<file path="config.mk">
export PLATFORM = sky130hd
export DESIGN_NAME = motor_exec
export DESIGN_NICKNAME = d
export VERILOG_FILES = /design/src/rtl/motor_exec.sv
export SDC_FILE = /design/constraint.sdc
export NUM_CORES = 1
export LEC_CHECK = 0
export CAP_MARGIN = 20
export CELL_PAD_IN_SITES_DETAIL_PLACEMENT = 0
export CELL_PAD_IN_SITES_GLOBAL_PLACEMENT = 1
export CORE_MARGIN = 3
export CORE_UTILIZATION = 47
export CTS_CLUSTER_SIZE = 25
export DETAILED_ROUTE_END_ITERATION = 16
export GPL_ROUTABILITY_DRIVEN = 0
export PLACE_DENSITY_LB_ADDON = 0.1
export SLEW_MARGIN = 20
export SYNTH_ARGS = -nofsm -noshare
export SYNTH_HDL_FRONTEND = slang
export SYNTH_SLANG_ARGS = --single-unit
</file>
<file path="constraint.sdc">
create_clock -name sysclk -period 4.75 [get_ports sysclk]
set_input_delay 0.95 -clock sysclk [delete_from_list [all_inputs] [get_ports sysclk]]
set_output_delay 0.95 -clock sysclk [all_outputs]
set_load 0.02 [all_outputs]
</file>
<file path="src/rtl/motor_exec.sv">
// Six-axis stepper command executor: validates a BCD target for one motor,
// then emits STEP_DIV-period step pulses until that motor's position reaches it.
module motor_exec #(
  parameter int STEP_DIV = 1000,
  parameter int PULSE_W  = 10
) (
  input  logic        sysclk,
  input  logic        rst,
  input  logic [11:0] Value,
  input  logic [5:0]  Motor,
  input  logic        Start,
  output logic [5:0]  Step,
  output logic [5:0]  Dir,
  output logic        Busy,
  output logic        Done,
  output logic        Err,
  output logic [9:0]  CurPos
);

  typedef enum logic [1:0] {IDLE, DECODE, MOVE, DONE} state_t;

  state_t      state, state_next;
  logic [11:0] value_lat;
  logic [2:0]  sel;
  logic [15:0] div;
  logic [9:0]  pos [6];
  logic        dir_q [6];

  logic [2:0]  motor_idx;
  logic        cmd_valid;
  logic        accept;
  logic [9:0]  pos_in;
  logic [9:0]  pos_sel;
  logic        dir_sel;
  logic [9:0]  target;
  logic        last_tick;
  logic [9:0]  pos_step;

  // Input decode, and views of the motor being addressed now (pos_in) or
  // by the command in flight (pos_sel/dir_sel).
  always_comb begin
    motor_idx = 3'd0;
    pos_in    = 10'd0;
    pos_sel   = 10'd0;
    dir_sel   = 1'b0;
    for (int i = 0; i < 6; i++) begin
      if (Motor[i]) motor_idx = 3'(i);
    end
    for (int i = 0; i < 6; i++) begin
      if (motor_idx == 3'(i)) pos_in = pos[i];
      if (sel == 3'(i)) begin
        pos_sel = pos[i];
        dir_sel = dir_q[i];
      end
    end
  end

  assign cmd_valid = $onehot(Motor) && (Value[11:8] <= 4'd9) &&
                     (Value[7:4] <= 4'd9) && (Value[3:0] <= 4'd9);
  assign accept    = (state == IDLE) && Start && cmd_valid;
  assign target    = 10'(value_lat[11:8]) * 10'd100 +
                     10'(value_lat[7:4]) * 10'd10 + 10'(value_lat[3:0]);
  assign last_tick = (state == MOVE) && (div == 16'(STEP_DIV - 1));
  assign pos_step  = dir_sel ? pos_sel + 10'd1 : pos_sel - 10'd1;

  always_ff @(posedge sysclk or negedge rst) begin
    if (!rst) state <= IDLE;
    else      state <= state_next;
  end

  always_comb begin
    state_next = state;
    case (state)
      IDLE:   if (accept) state_next = DECODE;
      DECODE: state_next = (target == pos_sel) ? DONE : MOVE;
      MOVE:   if (last_tick && pos_step == target) state_next = DONE;
      DONE:   state_next = IDLE;
      default: state_next = IDLE;
    endcase
  end

  always_comb begin
    Busy = (state == DECODE) || (state == MOVE);
    Done = (state == DONE);
    Step = 6'd0;
    if (state == MOVE && div < 16'(PULSE_W)) Step = 6'd1 << sel;
  end

  always_ff @(posedge sysclk or negedge rst) begin
    if (!rst) begin
      value_lat <= 12'd0;
      sel       <= 3'd0;
      div       <= 16'd0;
      CurPos    <= 10'd0;
      Err       <= 1'b0;
    end else begin
      Err <= (state == IDLE) && Start && !cmd_valid;
      if (accept) begin
        value_lat <= Value;
        sel       <= motor_idx;
        CurPos    <= pos_in;
      end
      if (state == DECODE) div <= 16'd0;
      else if (state == MOVE) div <= last_tick ? 16'd0 : div + 16'd1;
      if (last_tick) CurPos <= pos_step;
    end
  end

  // Per-motor position and direction state; only the selected motor ever changes.
  for (genvar gi = 0; gi < 6; gi++) begin : g_axis
    always_ff @(posedge sysclk or negedge rst) begin
      if (!rst) begin
        pos[gi]   <= 10'd0;
        dir_q[gi] <= 1'b0;
      end else if (sel == 3'(gi)) begin
        if (state == DECODE && target != pos_sel) dir_q[gi] <= (target > pos_sel);
        if (last_tick) pos[gi] <= pos_step;
      end
    end
    assign Dir[gi] = dir_q[gi];
  end

endmodule
</file>
Yosys cells after proc, flatten, opt, wreduce, memory -nomap -nowiden --
Cells that the tools add are included.
Operators by class: add/subtract/negate cells 10, multiply operators 2, $lt $le $gt $ge 5, equal/unequal tests 20, shift operators 1, multiplexer cells 34, reductions and logical operators 30
Operator list (count):
- $mux 10 | 15
- $mux 16 | 3
- $reduce_and 2->1 | 13
- $eq 10x10->1 | 2
- $add 16x1->16 const B | 1
- $eq 16x10->1 const B | 1
- $lt 16x4->1 const B | 1
- $eq 3x2->1 const B | 4
- $eq 3x3->1 const B | 4
- $le 4x4->1 const B | 3
- $add 10x1->10 const B | 1
- $add 10x4->10 | 1
- $add 10x8->10 | 1
- $gt 10x10->1 | 1
- $logic_and 1x1->1 | 10
- $ne 10x10->1 | 1
- $sub 10x1->10 const B | 1
- $eq 3x1->1 const B | 3
- $mul 4x5->8 const B | 1
- $mux 1 | 8
- $mux 2 | 4
- $pmux 2 s4 | 1
- $mul 4x3->7 const B | 1
- $add 1x1->2 | 3
- other kinds (14) | 18
Storage, ports and cells: bits in registers 110, bits of input ports 21, output and inout bits 25, logic and storage cells 120

Longest topological paths before layout --
Gate-level depths: netlist (run 1).
depth after elaboration 14, gate-level depth with buffers 21, depth with buffers taken out 20

Least setup slack after synthesis (run 1) --
OpenSTA, ideal clock, no wires.
path kind register to register, from register value_lat[5], to register state[1], library setup time 0.128 ns, data arrival time 4.167 ns, data required time 4.622 ns, slack 0.456 ns, stages on the path, launching flop included 19, buffers on the path 0, period minus slack after synthesis 4.294 ns, cells stage by stage dfrtp_1 > ha_1 > ha_1 > inv_1 > fa_1 > inv_1 > ha_1 > ha_1 > nand2_1 > o211ai_1 > a21oi_1 > xnor2_1 > xor2_1 > nor4_1 > or4_1 > nor4_1 > nand4_1 > a22oi_2 > mux2_1
Between the ends: word-level cells in the longest chain between the ends 7
RTL lines:
- from (decl) | line 23 | logic [11:0] value_lat;
- from (signal assigned) | line 99 | value_lat <= Value;
- $mul 4x3->7 | line 62 | 10'(value_lat[7:4]) * 10'd10 + 10'(value_lat[3:0]);
- $add 10x8->10 | line 61 | assign target = 10'(value_lat[11:8]) * 10'd100 +
- $add 10x4->10 | line 62
- $eq 10x10->1 | line 76 | MOVE: if (last_tick && pos_step == target) state_next = DONE;
- $logic_and 1x1->1 | line 76
- $ne 2x1->1 (no source line)
- $reduce_and 2->1 (no source line)
- to (signal assigned) | line 68 | else state <= state_next;
- to (decl) | line 22 | state_t state, state_next;
No other way between the ends. A chain may end at the register's enable or synchronous reset.

Worst setup path in the final report (run 1) --
from register value_lat[7], to register state[1]
Same word-level chain as after synthesis.

==> results of run 1 <==
-- report_power, final --
group	total, mW	internal, mW	switching [mW]
registers	0.936	0.936	0
logic	0.0897	0.0330	0.0566
clock network	0.710	0.353	0.357
total	1.74	1.32	0.414
-- final cells by class --
cell class / instances / area [sq um] / area share [%]
inverter: 42 / 158 / 1.88
clock inverter: 5 / 35.0 / 0.418
tap: 184 / 230 / 2.75
timing repair buffer: 79 / 741 / 8.85
multi-input combinational: 627 / 4230 / 50.5
clock buffer: 9 / 225 / 2.69
sequential: 110 / 2750 / 32.9
-- metrics by stage --
| stage | area [sq um] | worst slack [ns] |
|---|---|---|
| 2_1_floorplan | 7310 | 0.456 |
| 3_3_place_gp | 8060 | 0.223 |
| 5_1_grt | 8370 | -0.0721 |
| 6_report | 8370 | 0.140 |
| 3_5_place_dp | 8060 | 0.108 |
| 4_1_cts | 8320 | 0.134 |
-- state kept, by name, indices dropped and copies added, names as in the netlist --
register	cells
CurPos	10
Dir	6
Err	1
div	16
pos	60
sel	3
state	2
value_lat	12
-- worst reg2reg max path, delay by kind of cell, from the launching register on --
kind	cells	cell delay, ns
buf+inv	2	0.11
simple gates	5	1.11
compound gates	3	0.59
flops	1	0.39
mux	1	0.33
xor+xnor	2	0.44
fa+ha+maj	5	1.55
-- repair_timing --
action / in CTS / in global routing
resized for setup: 0 / 11
buffers inserted: 0 / 1
endpoints found under the setup margin: 0 / 8
-- worst max path at each step --
| stage | startpoint | end | slack [ns] | depth (start not counted) |
|---|---|---|---|---|
| final | value_lat[7] | state[1] | 0.14 | 18 |
| after global routing | value_lat[7] | state[1] | -0.07 | 18 |
| after CTS | value_lat[7] | state[1] | 0.13 | 18 |
| after detailed placement | Motor[0] | CurPos[5] | 0.11 | 16 |
| after global placement | Motor[0] | state[1] | 0.22 | 14 |
| after floorplan | value_lat[5] | state[1] | 0.46 | 18 |
-- cell usage in the layout (no fill, tap or decap), types with 13 or more instances in the layout --
cell type / netlist / layout
xor2_1: 13 / 13
mux2_2: 19 / 19
nand2_1: 138 / 138
xnor2_1: 26 / 24
ha_1: 45 / 44
mux2i_1: 22 / 22
buf_4: 1 / 32
a21oi_1: 38 / 35
inv_1: 38 / 38
o211ai_1: 15 / 15
dfrtp_1: 110 / 110
nor2_1: 60 / 59
nor3_1: 13 / 13
o21ai_0: 92 / 91
clkdlybuf4s50_1: 0 / 44
nand3_1: 15 / 15
-- routing by layer --
metal	routed length [microns]	share of wire [%]	vias to the layer above
met5	0	0	-
met4	441	2.1	0
met3	1120	5.4	31
met2	9820	48	178
met1	9220	45	3038
li1	-	-	2978
-- cell families (layout without fill, tap and decap cells) --
family,count (synthesis),count (layout)
adders and majority gates,54,54
and+or+nand+nor,282,282
AOI/OAI and AO/OA,203,203
DFF,110,110
buffers and inverters,84,135
muxes,45,45
xor gates and xnor gates,43,43
==> flow_summary.ini, run 1 <==
[placement]
portBuffers = 45
dp.cells = 1041
place_hpwl_mm = 15.2

[setup_path]
cp.buffers_inverters = 2
slowest_delay_ns = 0.52
end_kind = flop
cp.required_ns = 4.99
r2r-end = state[1]
ff2ff_path_depth = 18
worstSetupPathType = flop to flop
cp_top_family = adder cells
cpMaxStageDelayCell = or4_1
cp-start-kind = flop
cp.arrival_ns = 4.85
reg2reg_from = value_lat[7]
r2r_slack_ns = 0.14
crit_path_frequent_cell = ha_1
path_cells = ha_1, ha_1, inv_1, fa_1, inv_1, ha_1, ha_4, nand2_1, o211ai_1, a21oi_2, xnor2_2, xor2_1, nor4_1, or4_1, nor4_2, nand4_1, a22oi_2, mux2_1
critPathMaxFanout = 5

[floorplanning]
start_util_pct = 49.2
fp.dieW_microns = 131
rows = 44
io_pins = 46
dieArea_sq_um = 17100
die_y_microns = 131
core_sq_um = 14900

[global_routing]
groute.usage.overall_pct = 24.8
grt_max_degree = 75
overflow = 0
use_met1_pct = 33.7
met2_usage_pct = 40.2
grt_pass1_wl_mm = 32.7
use_met3_pct = 4.76
grt-busiest-layer = met2
grt_pass1_vias = 6077
antenna_found_initial = 0

[hold_path]
hp-start = value_lat[1]
hold-path-cell-count = 2
holdPathEnd = value_lat[1]
hp-class = flop to flop

[routing]
routed_via_density = 5.89
firstDrtPassIters = 5
drt_iter0_markers = 540
wl_per_cell_microns = 19.5
drc = 0
wl_mm = 20.6
ant_nets = 0
vias = 6225

[clock_network]
cts.reportedPaths.clkPinSlew_ns = 0.07
cts_max_level = 3
cts_tree = done
root_buffer = clkbuf_16
clock_latency_ns = 0.36
cts_sinks = 110
cts_hold_buf = 0
cts_buffer_depth = 2
numCtsBuffers = 9

[cells_and_area]
syn_to_final_growth_pct = 14.5
drive_gt1_share_pct = 10.3
final_util_pct = 56.3
nets = 943
final_cells = 1056
fillers = 1344
diodes = 0

[synthesis]
synthAdderAreaFrac_pct = 10.0
synth_top_family_by_area = simple AND/OR/NAND/NOR gates
yosysWarnings = 0
synth_ff_type = dfrtp_1
synth_top_area_share_pct = 37.7
avgSynthCellArea_sq_um = 8.90
async_flop_share_pct = 100
synth_area_leader_cell = dfrtp_1
synth-edff-count = 0
yosys-top-cells-area = dfrtp_1 (38%), ha_1 (7.7%), nand2_1 (7.1%)
synth.most_common_cell = nand2_1
synth_simple_gate_area_share_pct = 17.4
synth-xor-area-share_pct = 5.94
synth_compound_area_share_pct = 17.3
ys_seq_area_share_pct = 37.7
syn_inst = 821
synth_commonest_cells = nand2_1 (138), dfrtp_1 (110), o21ai_0 (92), nor2_1 (60), ha_1 (45)
synth_mux_area_share_pct = 6.56
synth_seq_cells = 110
netlist_area_sq_um = 7310
synth_cell_types = 72
synth_nets = 895

[timing]
setup-violations-final = 0
fin_tns_setup_ns = 0
slew_headroom_pct = 33.3
slew_violations = 0
hold_viol = 0
period_needed_ns = 4.61
tightest_slew_ns = 1.00
period_share_pct = 97.1
whs_ns = 0.493
finClkSkew_ns = 0.00978
fmax_mhz = 217

[pwr]
p_total_mw = 1.74
cellLeakagePower_nw = 3.61
irDropWorstVdd_mv = 0.171
p_per_area_nw_per_um2 = 207

[status]
status = complete, no violations

[flow_run]
drv_cap = 0
(Power assumes the default switching activity.)
==> inputs of run 2 (changes only) <==
--- a/config.mk
+++ b/config.mk
@@ -10,6 +10,7 @@
 export CELL_PAD_IN_SITES_GLOBAL_PLACEMENT = 1
 export CORE_MARGIN = 3
 export CORE_UTILIZATION = 47
+export CTS_BUF_LIST = sky130_fd_sc_hd__clkbuf_16
 export CTS_CLUSTER_SIZE = 25
 export DETAILED_ROUTE_END_ITERATION = 16
 export GPL_ROUTABILITY_DRIVEN = 0
==> results of run 2 <==
The final DEF is identical to that of run 1; final timing and power are the same.
==> inputs of run 3 (changes only) <==
--- a/config.mk
+++ b/config.mk
@@ -9,13 +9,12 @@
 export CELL_PAD_IN_SITES_DETAIL_PLACEMENT = 0
 export CELL_PAD_IN_SITES_GLOBAL_PLACEMENT = 1
 export CORE_MARGIN = 3
-export CORE_UTILIZATION = 47
+export CORE_UTILIZATION = 45
 export CTS_BUF_LIST = sky130_fd_sc_hd__clkbuf_16
 export CTS_CLUSTER_SIZE = 25
 export DETAILED_ROUTE_END_ITERATION = 16
 export GPL_ROUTABILITY_DRIVEN = 0
 export PLACE_DENSITY_LB_ADDON = 0.1
-export SLEW_MARGIN = 20
 export SYNTH_ARGS = -nofsm -noshare
 export SYNTH_HDL_FRONTEND = slang
 export SYNTH_SLANG_ARGS = --single-unit
==> flow_summary.ini, run 3 (synthesis results as in run 1) <==
[clock_network]
cts_tree = done
clock_latency_ns = 0.37
cts.reportedPaths.clkPinSlew_ns = 0.07
cts_sinks = 110
cts_buffer_depth = 2
cts_hold_buf = 0
root_buffer = clkbuf_16
cts_max_level = 3
numCtsBuffers = 9

[setup_path]
reg2reg_from = value_lat[5]
ff2ff_path_depth = 18
worstSetupPathType = flop to flop
r2r-end = state[1]
cp_top_family = adder cells
cp.arrival_ns = 4.78
path_depth = 18
cpMaxStageDelayCell = or4_1
path_cells = ha_1, ha_1, inv_1, fa_1, inv_1, ha_4, ha_4, nand2_1, o211ai_1, a21oi_2, xnor2_2, xor2_2, nor4_1, or4_1, nor4_2, nand4_1, a22oi_2, mux2_1
endpoint = state[1]
r2r_slack_ns = 0.22
startpoint = value_lat[5]
cp.required_ns = 5.00
cp.buffers_inverters = 2
cp-start-kind = flop
slowest_delay_ns = 0.49
end_kind = flop
critPathMaxFanout = 4

[routing]
drt_iter0_markers = 464
ant_nets = 0
routed_via_density = 5.60
drc = 0
wl_mm = 20.2
wl_per_cell_microns = 18.6
vias = 6089
firstDrtPassIters = 5

[timing]
period_share_pct = 95.3
setup-violations-final = 0
tightest_slew_ns = 0.933
fmax_mhz = 221
finClkSkew_ns = 0.0120
hold_viol = 0
period_needed_ns = 4.53
whs_ns = 0.489
slew_violations = 0
slew_headroom_pct = 37.8

[pwr]
p_switching_mw = 0.404
irDropWorstVdd_mv = 0.182
netSwitchingFraction_pct = 22.8
p_clk_share_pct = 42.3
pwr-share-seq_pct = 52.8
p_per_area_nw_per_um2 = 210
p_int_mw = 1.37
cellLeakagePower_nw = 3.64
power_frac_comb_pct = 4.9

[global_routing]
antenna_found_initial = 0
overflow = 0
grt_max_degree = 74
groute.usage.overall_pct = 23.3
grt_pass1_wl_mm = 33.1
grt_pass1_vias = 6079

[cells_and_area]
final_cell_mix = nand2_1 (138), dfrtp_1 (109), o21ai_0 (92)
final_util_pct = 54.3
final_common_cell = nand2_1
largest_reg_flops = 60
regMostFlops = pos
diodes = 0
syn_to_final_growth_pct = 15.4
drive_gt1_share_pct = 10.4
nets = 946
largestRegisters = pos: 60 flops, div: 16 flops, value_lat: 12 flops

[floorplanning]
io_pins = 46
rows = 45
dieArea_sq_um = 17800
core_sq_um = 15500
start_util_pct = 47.0
die_y_microns = 133
fp.dieW_microns = 133

[flow_run]
drv_cap = 0

[placement]
place_hpwl_mm = 15.3
portBuffers = 45

[hold_path]
hp-start = value_lat[1]
hp-class = flop to flop

[status]
status = complete, no violations
[run 3: changes by cell type in the layout (fill, tap and decap cells not counted), sizes merged]
cell / change
buf: +3
clkinv: +2
bufinv: +1
clkinvlp: -1
inv: -1
[run 3: power by group through the flow]
stage,Sequential [mW],Combinational [mW],Clock [mW]
final,0.936,0.0877,0.751
after global routing,0.935,0.0979,0.803
after CTS,0.936,0.0898,0.765
after detailed placement,0.954,0.0892,0
after global placement,0.954,0.0872,0
after floorplan,0.954,0.0280,0
[run 3: layout make-up]
type	instances	area, sq um
fill	1457	7100
multi-input combinational	627	4240
sequential	110	2750
timing repair buffer	82	738
tap	211	264
clock buffer	9	225
inverter	42	158
clock inverter	6	55.1
[run 3: timing repair]
| item | in CTS | in global routing |
|---|---|---|
| gates resized for setup | 0 | 9 |
| buffers inserted | 0 | 0 |
| setup endpoints to repair | 0 | 4 |
[run 3: how the worst min path moves through the flow]
stage	depth (start not counted)	slack, ns	endpoint
final	2	0.49	value_lat[1]
after global routing	2	0.52	value_lat[1]
after CTS	2	0.49	value_lat[1]
after detailed placement	2	0.48	value_lat[1]
after global placement	2	0.48	value_lat[1]
after floorplan	2	0.45	value_lat[1]
[run 3: worst register-to-register path, stage by stage (launching register included)]
cell and delay [ns]:
dfrtp_1 0.40, ha_1 0.30, ha_1 0.21, inv_1 0.07
fa_1 0.41, inv_1 0.13, ha_4 0.23, ha_4 0.28
nand2_1 0.05, o211ai_1 0.24, a21oi_2 0.12, xnor2_2 0.23
xor2_2 0.21, nor4_1 0.07, or4_1 0.49, nor4_2 0.28
nand4_1 0.16, a22oi_2 0.21, mux2_1 0.34
[run 3: through the flow]
stage | power [mW] | worst slack (ns) | cell area [sq um] | cells | setup TNS [ns]
after floorplan | 0.982 | 0.456 | 7310 | 821 | 0
after global placement | 1.04 | 0.0864 | 8090 | 1072 | 0
after detailed placement | 1.04 | 0.0414 | 8090 | 1072 | 0
after CTS | 1.79 | 0.160 | 8370 | 1087 | 0
after global routing | 1.84 | -0.0432 | 8440 | 1087 | -0.0432
final | 1.77 | 0.223 | 8440 | 1087 | 0
[run 3: layer usage]
layer / vias up / part of all wire, % / track usage, %
met2: 152 / 49 / 38.9
met5: - / 0 / 0
li1: 2975 / - / -
met1: 2932 / 45 / 31.2
met4: 0 / 2.0 / 6.69
met3: 30 / 4.2 / 4.27
